--- src/rtl/grf_hazard_ctrl_pkg.sv ---
// Shared types and encodings for the GRF hazard scheduler.
// Used by grf_hazard_ctrl and md_busy_timer.
package grf_hazard_ctrl_pkg;

    localparam int T_W = 2;

    typedef logic [T_W-1:0] t_cnt_t;
    typedef logic [4:0]     reg_idx_t;

    localparam t_cnt_t TUSE_NONE = 2'd3;

    localparam logic [1:0] FWD_GRF = 2'd0;
    localparam logic [1:0] FWD_E   = 2'd1;
    localparam logic [1:0] FWD_M   = 2'd2;

    localparam logic [1:0] MD_NONE = 2'd0;
    localparam logic [1:0] MD_MULT = 2'd1;
    localparam logic [1:0] MD_DIV  = 2'd2;

    typedef struct packed {
        reg_idx_t wa;
        t_cnt_t   tnew;
    } stage_t;

    localparam stage_t STAGE_EMPTY = '{wa: 5'd0, tnew: 2'd0};

    // Entry as seen one stage later: Tnew counts down, never below 0.
    function automatic stage_t age(input stage_t s);
        stage_t r;
        r.wa   = s.wa;
        r.tnew = (s.tnew == 2'd0) ? 2'd0 : s.tnew - 2'd1;
        return r;
    endfunction

endpackage

--- src/rtl/grf_hazard_ctrl_md_busy_timer.sv ---
// MDU busy window: loads on mult/div issue, counts down to 0.
// md_busy is high while the count is nonzero.
module md_busy_timer
    import grf_hazard_ctrl_pkg::*;
#(
    parameter int MULT_CYCLES = 5,
    parameter int DIV_CYCLES  = 10,
    parameter int CNT_W       = 4
) (
    input  logic       clk,
    input  logic       reset,
    input  logic       issue,
    input  logic [1:0] md_op,
    output logic       md_busy
);

    logic [CNT_W-1:0] cnt;

    // A load on the same edge as a decrement wins.
    always_ff @(posedge clk) begin
        if (reset) begin
            cnt <= '0;
        end else if (issue && md_op == MD_MULT) begin
            cnt <= CNT_W'(MULT_CYCLES);
        end else if (issue && md_op == MD_DIV) begin
            cnt <= CNT_W'(DIV_CYCLES);
        end else if (cnt != '0) begin
            cnt <= cnt - CNT_W'(1);
        end
    end

    assign md_busy = (cnt != '0);

endmodule

--- src/rtl/grf_hazard_ctrl.sv ---
// GRF hazard scheduler: Tuse/Tnew stall, bubble and D-stage forwarding.
// Define HAZARD_STATS_EN to build the stall_cnt statistic counter.
module grf_hazard_ctrl
    import grf_hazard_ctrl_pkg::*;
#(
    parameter int MULT_CYCLES = 5,
    parameter int DIV_CYCLES  = 10,
    parameter int CNT_W       = 4
) (
    input  logic        clk,
    input  logic        reset,
    input  logic        d_valid,
    input  logic [4:0]  d_rs,
    input  logic [4:0]  d_rt,
    input  logic [1:0]  d_tuse_rs,
    input  logic [1:0]  d_tuse_rt,
    input  logic [4:0]  d_wa,
    input  logic [1:0]  d_tnew,
    input  logic [1:0]  d_md_op,
    input  logic        d_md_use,
    output logic        stall,
    output logic        e_flush,
    output logic [1:0]  fwd_rs_sel,
    output logic [1:0]  fwd_rt_sel,
    output logic        md_busy,
    output logic [31:0] stall_cnt
);

    // stg[0]=E, stg[1]=M, stg[2]=W
    stage_t stg [3];
    logic   data_hz;

    function automatic logic raw(input stage_t st,
                                 input reg_idx_t src,
                                 input t_cnt_t tuse);
        return (src != 5'd0) && (st.wa == src) && (st.tnew > tuse);
    endfunction

    function automatic logic [1:0] fwd(input stage_t e,
                                       input stage_t m,
                                       input reg_idx_t src);
        logic       hit_e;
        logic       hit_m;
        logic [1:0] sel;
        hit_e = (src != 5'd0) && (e.wa == src) && (e.tnew == 2'd0);
        hit_m = (src != 5'd0) && (m.wa == src) && (m.tnew == 2'd0);
        sel   = FWD_GRF;
        priority case (1'b1)
            hit_e:   sel = FWD_E;
            hit_m:   sel = FWD_M;
            default: sel = FWD_GRF;
        endcase
        return sel;
    endfunction

    always_ff @(posedge clk) begin
        if (reset) begin
            stg[0] <= STAGE_EMPTY;
            stg[1] <= STAGE_EMPTY;
            stg[2] <= STAGE_EMPTY;
        end else begin
            stg[0] <= (d_valid && !stall) ?
                      '{wa: d_wa, tnew: d_tnew} : STAGE_EMPTY;
            stg[1] <= age(stg[0]);
            stg[2] <= age(stg[1]);
        end
    end

    // W is absent here: the GRF bypasses same-cycle writes itself.
    always_comb begin
        data_hz = 1'b0;
        for (int i = 0; i < 2; i++) begin
            data_hz = data_hz
                    | raw(stg[i], d_rs, d_tuse_rs)
                    | raw(stg[i], d_rt, d_tuse_rt);
        end
    end

    assign stall      = d_valid && (data_hz || (d_md_use && md_busy));
    assign e_flush    = stall;
    assign fwd_rs_sel = fwd(stg[0], stg[1], d_rs);
    assign fwd_rt_sel = fwd(stg[0], stg[1], d_rt);

    md_busy_timer #(
        .MULT_CYCLES(MULT_CYCLES),
        .DIV_CYCLES (DIV_CYCLES),
        .CNT_W      (CNT_W)
    ) u_md_timer (
        .clk    (clk),
        .reset  (reset),
        .issue  (d_valid && !stall),
        .md_op  (d_md_op),
        .md_busy(md_busy)
    );

`ifdef HAZARD_STATS_EN
    logic [31:0] stall_q;

    always_ff @(posedge clk) begin
        if (reset) begin
            stall_q <= '0;
        end else if (stall) begin
            stall_q <= stall_q + 32'd1;
        end
    end

    assign stall_cnt = stall_q;
`else
    assign stall_cnt = 32'd0;
`endif

endmodule

--- config.mk ---
export PLATFORM = sky130hd
export DESIGN_NAME = grf_hazard_ctrl
export DESIGN_NICKNAME = d
export VERILOG_FILES = /design/src/rtl/grf_hazard_ctrl_pkg.sv /design/src/rtl/grf_hazard_ctrl_md_busy_timer.sv /design/src/rtl/grf_hazard_ctrl.sv
export SDC_FILE = /design/constraint.sdc
export NUM_CORES = 1
export LEC_CHECK = 0
export ABC_AREA = 1
export CAP_MARGIN = 20
export CORE_MARGIN = 4
export CORE_UTILIZATION = 46
export CTS_CLUSTER_DIAMETER = 80
export CTS_CLUSTER_SIZE = 8
export DETAILED_ROUTE_END_ITERATION = 12
export GPL_ROUTABILITY_DRIVEN = 0
export GPL_TIMING_DRIVEN = 1
export HOLD_SLACK_MARGIN = 0.15
export PLACE_DENSITY_LB_ADDON = 0.08
export SLEW_MARGIN = 20
export SYNTH_ARGS = -nofsm -noshare
export SYNTH_HDL_FRONTEND = slang
export SYNTH_SLANG_ARGS = --single-unit
--- constraint.sdc ---
create_clock -name clk -period 4 [get_ports clk]
set_clock_uncertainty 0.1 [all_clocks]
set_input_delay 0.6 -clock clk [delete_from_list [all_inputs] [get_ports clk]]
set_output_delay 0.6 -clock clk [all_outputs]
set_load 0.01 [all_outputs]
==> impl_results.md, run 1 <==
* Run status: completed
* Register area at 360 sq um
* Slew Limit Fails at 0
* Fillcell total at 307
* I/O pin count at 66
* R2r worst-path depth at 9
* ANT cells at 0
* Largest family of logic cells by synthesized area: buffers and inverters
* Sw Share at 0.382
* Antenna Nets Post-Route at 0
* Area of the die at 4300 sq um
* Mean Syn Cell Area at 7.06 sq um
* IO buf count at 33
* Logic pwr share at 0.472
* HPWL reported at the end of detailed placement at 2.41 mm
* Sequential power share at 0.375
* Share of total power in the clock network at 0.153
* Post CTS Setup Buffer Count at 0
* Vias per inst at 4.06
* Die width at 65.6 microns
* Pleak at 0.875 nW
* Reg2reg start: stg[0][1]
* WP data required at 3.30 ns
* Post-detailed-route wirelength per cell at 9.66 microns
* Async SR Flop Fraction at 0
* Total Nets Final at 288
* H-tree depth at 1
* VDD IR max at 0.000163 V
* Endpoint of the lowest-slack register-to-register path: u_md_timer.cnt[2]
* Worst EP arrival at 2.87 ns
* GRT Total Usage at 0.144
* Final Non-Filler Cells at 293
* Seq/Total Area, Yosys at 0.236
* Worst reg2reg setup slack at 2.28 ns
* CTS Sinks at 18
* Die Span Y at 65.6 microns
* Synth Area in XOR/XNOR at 0.0977
* Final core occ at 0.578
* TritonCTS buffer count at 3
* # DRC at 0
* Placed Cells at 290
* Yosys warnings at 0
* Mapped Cells at 216
* P&R area growth vs syn at 17.7%
* Largest net degree at the start of global routing at 11
* Most common flop cell mapped by yosys: dfxtp_1
* P per Cell Area at 330 nW/um^2
* Initial core utilization at 0.491
* Setup TNS at 0 ns
* Tot Pwr at 591 uW
* Vias at 1191
* Compound-Gate Fraction of Synth Area at 0.0616
* Multi-input gate area at 875 sq um
* CTS root buffer: clkbuf_4
* CP endpoint kind: output pin
* Layout cell share with drive strength beyond 1 at 0.0522
* Post-synthesis mux area share at 0
* Clk slew on worst S/H paths at 0.10 ns
* DRT Wirelength at 2.83 mm
* Total of max-cap violations at 0
* Class of the worst hold path: reg2reg
* Setup violators final at 0
* Clk Latency, worst-skew pair at 0.29 ns
* Clock Tree Buf Depth at 2
* Synthesized area at 1520 sq um
* Simple-gate share of the synthesized area at 0.254
* Seq cells post-synth at 18
* RSZ-0062 raised after global routing: false
* Adder-Cell Fraction of Synth Area at 0.0821
* Initial DRC count at 26
* Cell Rows at 20
* Hold Crit Start: stg[0][0]
* DR pass1 iterations at 4
* Cts hold-fix bufs at 0
* Vias in the first global route at 1130
* Hold Fails Final Rpt at 0
* Distinct cells, synth at 23
* Core Area at 3100 sq um
* Max Freq at 280 MHz
* Tcrit/Tclk final at 0.893
* Initial antenna violation count at 0
* Min Clock Period, post-route at 3.57 ns
* Crit Path Max Fanout at 4
* Congestion Overflow GR at 0
* Setup CP Type: in2out
* Pint at 366 uW
* Psw at 226 uW
* Post-synth EDFFs at 0
* CTS tree: built
* Hold-critical path depth at 1
* Critical Path Start Type: primary input
* First-pass GRT wire length at 4.80 mm
* Post-CTS sizing at 0
* Hold endpoint: stg[0][7]
-- flip-flops by register name (all words and copies together) (netlist names) --
| register | flops |
|---|---|
| u_md_timer.cnt | 4 |
| stg | 14 |
-- worst max-delay path, cell delays in order --
cell             delay, ns
clkdlybuf4s50_1       0.46
inv_1                 0.05
ha_1                  0.29
inv_1                 0.04
nor2_1                0.08
o21ai_0               0.10
nor3_2                0.23
nor2_4                0.10
a21boi_0              0.30
clkdlybuf4s50_1       0.62
-- cell families after synthesis --
| group | Yosys count |
|---|---|
| DFF | 18 |
| buffers and inverters | 74 |
| AOI/OAI and AO/OA | 17 |
| and+or+nand+nor | 79 |
| adders and majority gates | 10 |
| xor gates and xnor gates | 17 |
| other | 1 |
-- how the worst max path moves through the flow --
stage / from / to / slack, ns
floorplan: d_tuse_rs[1] / stall / 1.33
global placement: d_tuse_rs[1] / e_flush / 0.46
detailed placement: d_tuse_rs[1] / e_flush / 0.48
CTS: d_tuse_rs[1] / e_flush / 0.45
global route: d_tuse_rs[1] / e_flush / 0.18
finish: d_tuse_rs[1] / e_flush / 0.43
-- cell usage in the layout, fill, tap and decap left out, types with 3 or more instances in the layout --
master / n
a21oi_1: 11
clkbuf_4: 3
clkdlybuf4s50_1: 33
conb_1: 32
dfxtp_1: 18
ha_1: 10
inv_1: 39
nand2_1: 33
nand3_1: 5
nand4_4: 3
nor2_1: 28
nor3_1: 5
o21ai_0: 3
xnor2_1: 12
xor2_1: 5
-- per-layer routing --
| layer | global-route usage | vias up | wire [microns] |
|---|---|---|---|
| li1 | - | 653 | - |
| met1 | 0.175 | 491 | 1290 |
| met2 | 0.239 | 42 | 1260 |
| met3 | 0.0359 | 5 | 228 |
| met4 | 0.0622 | 0 | 46 |
| met5 | 0 | - | 0 |
-- layout make-up --
| class | instances | share of cell area |
|---|---|---|
| Multi-Input combinational cell | 155 | 0.488 |
| Sequential cell | 18 | 0.201 |
| Timing Repair Buffer | 33 | 0.184 |
| Inverter | 40 | 0.0837 |
| Tap cell | 44 | 0.0307 |
| Clock buffer | 3 | 0.0126 |
-- cell usage after synthesis (3+ instances only) --
master | n | area, sq um
a21oi_1 | 11 | 55.1
buf_4 | 34 | 255
ha_1 | 10 | 125
nand4_4 | 3 | 63.8
nand2_1 | 33 | 124
o21ai_0 | 3 | 15.0
inv_1 | 39 | 146
xor2_1 | 5 | 43.8
dfxtp_1 | 18 | 360
xnor2_1 | 12 | 105
nor3_1 | 5 | 25.0
nand3_1 | 5 | 25.0
nor2_1 | 28 | 105
-- power by group through the flow --
stage               Combinational [mW]  Clock [mW]  Sequential, mW
floorplan                        0.219           0           0.222
detailed placement               0.280           0           0.226
CTS                              0.282      0.0955           0.222
global placement                 0.277           0           0.226
global route                     0.324       0.101           0.226
finish                           0.279      0.0904           0.222
-- through the flow --
step	hold slack (ns)	cell area [sq um]	setup WS, ns
final	0.326	1790	0.428
after global routing	0.352	1790	0.177
after CTS	0.326	1790	0.450
after detailed placement	0.309	1770	0.479
after global placement	0.310	1770	0.462
after floorplan	0.300	1640	1.33
Power figures use the tool's default switching activity.
==> run 2: changes to the inputs <==
--- a/config.mk
+++ b/config.mk
@@ -16,7 +16,7 @@
 export GPL_TIMING_DRIVEN = 1
 export HOLD_SLACK_MARGIN = 0.15
 export PLACE_DENSITY_LB_ADDON = 0.08
-export SLEW_MARGIN = 20
+export SLEW_MARGIN = 0
 export SYNTH_ARGS = -nofsm -noshare
 export SYNTH_HDL_FRONTEND = slang
 export SYNTH_SLANG_ARGS = --single-unit
==> results of run 2 <==
Final layout, timing and power as in run 1 (identical DEF).
